[config.mk]
export PLATFORM = sky130hd
export DESIGN_NAME = pass_manager
export DESIGN_NICKNAME = d
export VERILOG_FILES = /design/src/rtl/pass_manager.sv
export SDC_FILE = /design/constraint.sdc
export NUM_CORES = 1
export LEC_CHECK = 0
export CAP_MARGIN = 30
export CORE_ASPECT_RATIO = 0.7
export CORE_UTILIZATION = 43
export DETAILED_ROUTE_END_ITERATION = 6
export PLACE_DENSITY = 0.63
export SYNTH_ARGS = -nofsm -noshare
export SYNTH_HDL_FRONTEND = slang
export SYNTH_SLANG_ARGS = --single-unit
[constraint.sdc]
create_clock -name clk -period 3.4 [get_ports clk]
set_input_delay 0.85 -clock clk [delete_from_list [all_inputs] [get_ports clk]]
set_output_delay 0.85 -clock clk [all_outputs]
set_load 0.1 [all_outputs]
[src/rtl/pass_manager.sv]
// Four-digit BCD password manager: sets a new password or checks an unlock attempt.
// Optional lockout after three failed unlocks when PASS_LOCKOUT_EN is defined.
module pass_manager #(
  parameter logic [15:0] DEFAULT_PASS = 16'h1234,
  parameter logic [31:0] LOCK_CYCLES  = 32'd250_000_000
) (
  input  logic       clk,
  input  logic       rst,
  input  logic [1:0] f_pass,
  input  logic [3:0] digit,
  input  logic       key_ok,
  input  logic       key_clr,
  output logic [1:0] flag_pass,
  output logic [2:0] n_digits,
  output logic       err,
  output logic       lockout
);

  localparam logic [1:0] S_IDLE   = 2'd0;
  localparam logic [1:0] S_NEW    = 2'd1;
  localparam logic [1:0] S_UNLOCK = 2'd2;
  localparam logic [1:0] S_LOCK   = 2'd3;

  logic [1:0]  state, state_n;
  logic [11:0] entry_buf, buf_n;
  logic [2:0]  cnt_n;
  logic [15:0] pass_q, pass_n;
  logic [1:0]  fail_cnt, fail_n;
  logic [1:0]  flag_n;
  logic        err_n;
  logic        ok_prev, clr_prev;
  logic        ok_edge, clr_edge, accept;
  logic [15:0] code;

  assign ok_edge  = key_ok & ~ok_prev;
  assign clr_edge = key_clr & ~clr_prev;
  // A clear edge in the same cycle drops the digit.
  assign accept   = ok_edge & ~clr_edge & (digit <= 4'd9);
  assign code     = {entry_buf, digit};

`ifdef PASS_LOCKOUT_EN
  logic [31:0] timer, timer_n;
`endif

  always_comb begin
    state_n = state;
    buf_n   = entry_buf;
    cnt_n   = n_digits;
    pass_n  = pass_q;
    fail_n  = fail_cnt;
    err_n   = 1'b0;
`ifdef PASS_LOCKOUT_EN
    timer_n = timer;
`endif
    case (state)
      S_IDLE: begin
        if (f_pass == 2'b01) begin
          state_n = S_NEW;
          buf_n   = '0;
          cnt_n   = '0;
        end else if (f_pass == 2'b10) begin
          state_n = S_UNLOCK;
          buf_n   = '0;
          cnt_n   = '0;
        end
      end
      S_NEW: begin
        if (f_pass == 2'b00) begin
          state_n = S_IDLE;
          buf_n   = '0;
          cnt_n   = '0;
        end else if (clr_edge) begin
          buf_n = '0;
          cnt_n = '0;
        end else if (accept) begin
          if (n_digits == 3'd3) begin
            pass_n  = code;
            state_n = S_IDLE;
            buf_n   = '0;
            cnt_n   = '0;
          end else begin
            buf_n = {entry_buf[7:0], digit};
            cnt_n = n_digits + 3'd1;
          end
        end
      end
      S_UNLOCK: begin
        if (clr_edge) begin
          buf_n = '0;
          cnt_n = '0;
        end else if (accept) begin
          if (n_digits == 3'd3) begin
            buf_n = '0;
            cnt_n = '0;
            if (code == pass_q) begin
              state_n = S_IDLE;
              fail_n  = '0;
            end else begin
              err_n  = 1'b1;
              fail_n = (fail_cnt == 2'd3) ? 2'd3 : fail_cnt + 2'd1;
`ifdef PASS_LOCKOUT_EN
              if (fail_cnt == 2'd2) begin
                state_n = S_LOCK;
                timer_n = '0;
              end
`endif
            end
          end else begin
            buf_n = {entry_buf[7:0], digit};
            cnt_n = n_digits + 3'd1;
          end
        end
      end
      default: begin
`ifdef PASS_LOCKOUT_EN
        if (timer == LOCK_CYCLES - 32'd1) begin
          state_n = S_UNLOCK;
          timer_n = '0;
          fail_n  = '0;
        end else begin
          timer_n = timer + 32'd1;
        end
`else
        state_n = S_IDLE;
`endif
      end
    endcase
  end

  always_comb begin
    case (state_n)
      S_NEW:           flag_n = 2'b01;
      S_UNLOCK, S_LOCK: flag_n = 2'b10;
      default:         flag_n = 2'b00;
    endcase
  end

  always_ff @(posedge clk) begin
    if (rst) begin
      state     <= S_IDLE;
      entry_buf <= '0;
      n_digits  <= '0;
      pass_q    <= DEFAULT_PASS;
      fail_cnt  <= '0;
      flag_pass <= 2'b00;
      err       <= 1'b0;
      ok_prev   <= 1'b0;
      clr_prev  <= 1'b0;
    end else begin
      state     <= state_n;
      entry_buf <= buf_n;
      n_digits  <= cnt_n;
      pass_q    <= pass_n;
      fail_cnt  <= fail_n;
      flag_pass <= flag_n;
      err       <= err_n;
      ok_prev   <= key_ok;
      clr_prev  <= key_clr;
    end
  end

`ifdef PASS_LOCKOUT_EN
  always_ff @(posedge clk) begin
    if (rst) begin
      timer   <= '0;
      lockout <= 1'b0;
    end else begin
      timer   <= timer_n;
      lockout <= (state_n == S_LOCK);
    end
  end
`else
  // Without lockout the fail count and timer length have no observable effect.
  logic unused_cfg;
  assign unused_cfg = ^{LOCK_CYCLES, fail_cnt};
  assign lockout    = 1'b0;
`endif

endmodule
==> impl_metrics.py <==
metrics = {
    "route": {
        "drc_errors": 0,
        "drtIter0Drc": 54,
        "wl_per_cell_um": 12.8,
        "drt-total-wl_um": 3510,
        "num_vias": 1378,
        "via_per_inst": 5.01,
        "detail-route-antenna-nets": 0,
        "dr.pass1.iters": 4,
    },
    "die": {
        "die_height_um": 55.8,
        "core-area_um2": 3950,
        "start_util_pct": 45.1,
        "pin_count": 17,
        "die_w_um": 78.9,
        "die_area_um2": 4410,
        "rows": 19,
    },
    "grt": {
        "grt_max_degree": 25,
        "use_met1_pct": 25.7,
        "busiest_layer": "met1",
        "grt_pass1_vias": 1187,
        "grt_pass1_wl_um": 5780,
        "met2_usage_pct": 23.6,
        "antenna_found_initial": 0,
        "overflow": 0,
        "grt_util_met3_pct": 4.92,
        "grt_use_total_pct": 17.4,
    },
    "timing": {
        "layout_setup_ws_ns": 0.914,
        "setup_tns_ns": 0,
        "timing.final.crit_share_pct": 73.1,
        "setup_viol": 0,
        "hold_viol": 0,
        "clock_skew_ns": 0.00419,
        "tightest_slew_ns": 0.594,
        "max_freq_mhz": 402,
        "period_needed_ns": 2.49,
        "relSlewSlack_pct": 60.3,
        "rsz0062_at_grt": "no",
        "maxSlewViolCount": 0,
        "worst_hold_slack_ns": 0.469,
    },
    "clock_network": {
        "cts_tree": "yes",
        "clkLatencyLatePin_ns": 0.28,
        "cts_resized": 0,
        "clockBufferDepth": 2,
        "clock_sinks": 38,
        "post_cts_buffers": 0,
        "cts.clk_slew.worst_paths_ns": 0.07,
        "cts_made_buffers": 5,
        "ctsHoldBuffers": 0,
        "root_buffer": "clkbuf_8",
        "htree_levels": 2,
    },
    "worst_hold_path": {
        "hold_depth": 2,
        "hp-start": "pass_q[0]",
        "hold-path-endpoint": "pass_q[0]",
        "hold_class": "flop to flop",
    },
    "power": {
        "p_total_uw": 877,
        "power_density_nw_per_um2": 432,
        "ir_drop_v": 0.000224,
        "power_leakage_uw": 0.000795,
    },
    "place": {
        "place_area_um2": 1940,
        "place.gp.congestion": 0.846,
        "dp_hpwl_um": 2410,
        "dp_slack_ns": 0.595,
        "numPortBuffers": 15,
    },
    "logic_synthesis": {
        "synth.distinct_cells": 32,
        "synth_top_cell_area_share_pct": 42.7,
        "yosys.area.top_type": "dfxtp_1",
        "syn_nets": 227,
        "syn-cell-area_um2": 1780,
        "syn_avg_cell_area_um2": 8.56,
        "ys_seq_area_share_pct": 42.7,
        "synthCells": 208,
        "synth_seq_cells": 38,
        "yosysWarningCount": 0,
        "synthTopCellsByArea": "dfxtp_1 (43%), nand2_1 (11%), xor2_1 (7.9%), a21oi_1 (7.3%), ha_1 (6.3%)",
    },
    "final_layout": {
        "drive_above_1_share_pct": 9.42,
        "layout.nets": 241,
        "layout_commonest_cell": "nand2_1",
        "layout_common_cells": "nand2_1 (51), dfxtp_1 (38), a21oi_1 (26)",
        "fin_area_um2": 2030,
        "antennaDiodeCount": 0,
        "syn_to_final_growth_pct": 13.8,
    },
    "setup_path": {
        "crit_path_start_kind": "input port",
        "cp_cell_sequence": "clkdlybuf4s50_1 -> inv_1 -> ha_1 -> inv_1 -> a21oi_1 -> and2_1 -> nand3_1 -> a21oi_1",
        "rr_startpoint": "n_digits[0]",
        "reg2reg_slack_ns": 1.47,
        "slowest_delay_ns": 0.48,
        "reg2reg_depth": 7,
        "required_ns": 3.61,
        "regToRegEndpoint": "pass_q[1]",
        "worst_ep_arrival_time_ns": 2.70,
        "critPathCaptureType": "flop",
        "worst-path-max-fanout": 14,
        "crit_slowest_cell": "clkdlybuf4s50_1",
        "worstSetupPathType": "input port to flop",
    },
    "status": {
        "status": "finished, final reports clean",
    },
    "run": {
        "drv_cap": 0,
    },
}
[stage by stage]
step | cells | utilization (%)
6_report | 275 | 51.4
5_1_grt | 275 | 51.4
4_1_cts | 275 | 51.4
3_5_place_dp | 267 | 49.0
3_3_place_gp | 267 | 49.0
2_1_floorplan | 208 | -
[where the power goes]
group	switching [µW]	internal [µW]	total, µW
sequential	6.47	452	458
combinational	66.4	33.8	100
clock	155	164	318
[synthesized netlist by cell type, drive strengths merged]
library cell / number
and4b: 1
nand3: 12
a21o: 1
a31o: 1
a21oi: 26
ha: 9
and2: 2
inv: 7
and3: 1
nor4: 4
nand4: 1
nand3b: 5
buf: 8
nand2: 51
o211ai: 3
or3: 1
conb: 1
a2111oi: 1
nor2b: 5
and4: 1
o21ai: 4
dfxtp: 38
xor2: 16
clkbuf: 3
a32oi: 1
a211oi: 2
nor3b: 2
nand2b: 1
[logic make-up (layout without fill, tap and decap cells)]
family	Yosys count	after routing	synth area share [%]
and+or+nand+nor	87	87	24.8
AOI/OAI and AO/OA	39	39	12.8
DFF	38	38	42.7
buffers and inverters	18	33	5.27
xor gates and xnor gates	16	16	7.87
adders and majority gates	9	9	6.32
other	1	1	0.211
[worst max-delay path: cells and delay by family]
kind,cells,cell delay (ns)
and+or+nand+nor,2,0.62
buffers and inverters,3,0.58
AOI/OAI and AO/OA,2,0.36
adders and majority gates,1,0.27
[state kept, by name, summed over array words and instances (netlist names)]
signal     count
entry_buf     12
n_digits       3
flag_pass      2
err            1
ok_prev        1
pass_q        16
clr_prev       1
state          2
[routing by layer]
layer	wire, µm	share of wire (%)
met1	1990	57
met2	1340	38
met3	129	3.7
met4	44	1.3
met5	0	0
[cell type report]
class                      instances  area, µm²
tap                               52       65.1
timing repair buffer              18        158
multi-input combinational        152        926
clock buffer                       7       86.3
fill                             390       1920
inverter                           7       26.3
clock inverter                     1       5.00
sequential                        38        761
[worst max path at each step]
| stage | startpoint | endpoint | slack [ns] | depth (start not counted) |
|---|---|---|---|---|
| 6_report | f_pass[0] | entry_buf[3] | 0.91 | 8 |
| 5_1_grt | f_pass[0] | entry_buf[3] | 0.73 | 8 |
| 4_1_cts | f_pass[0] | entry_buf[3] | 0.89 | 8 |
| 3_5_place_dp | f_pass[0] | entry_buf[3] | 0.60 | 8 |
| 3_3_place_gp | f_pass[1] | entry_buf[10] | 0.69 | 8 |
| 2_1_floorplan | n_digits[0] | pass_q[10] | 1.12 | 8 |
Power figures use the tool's default switching activity.
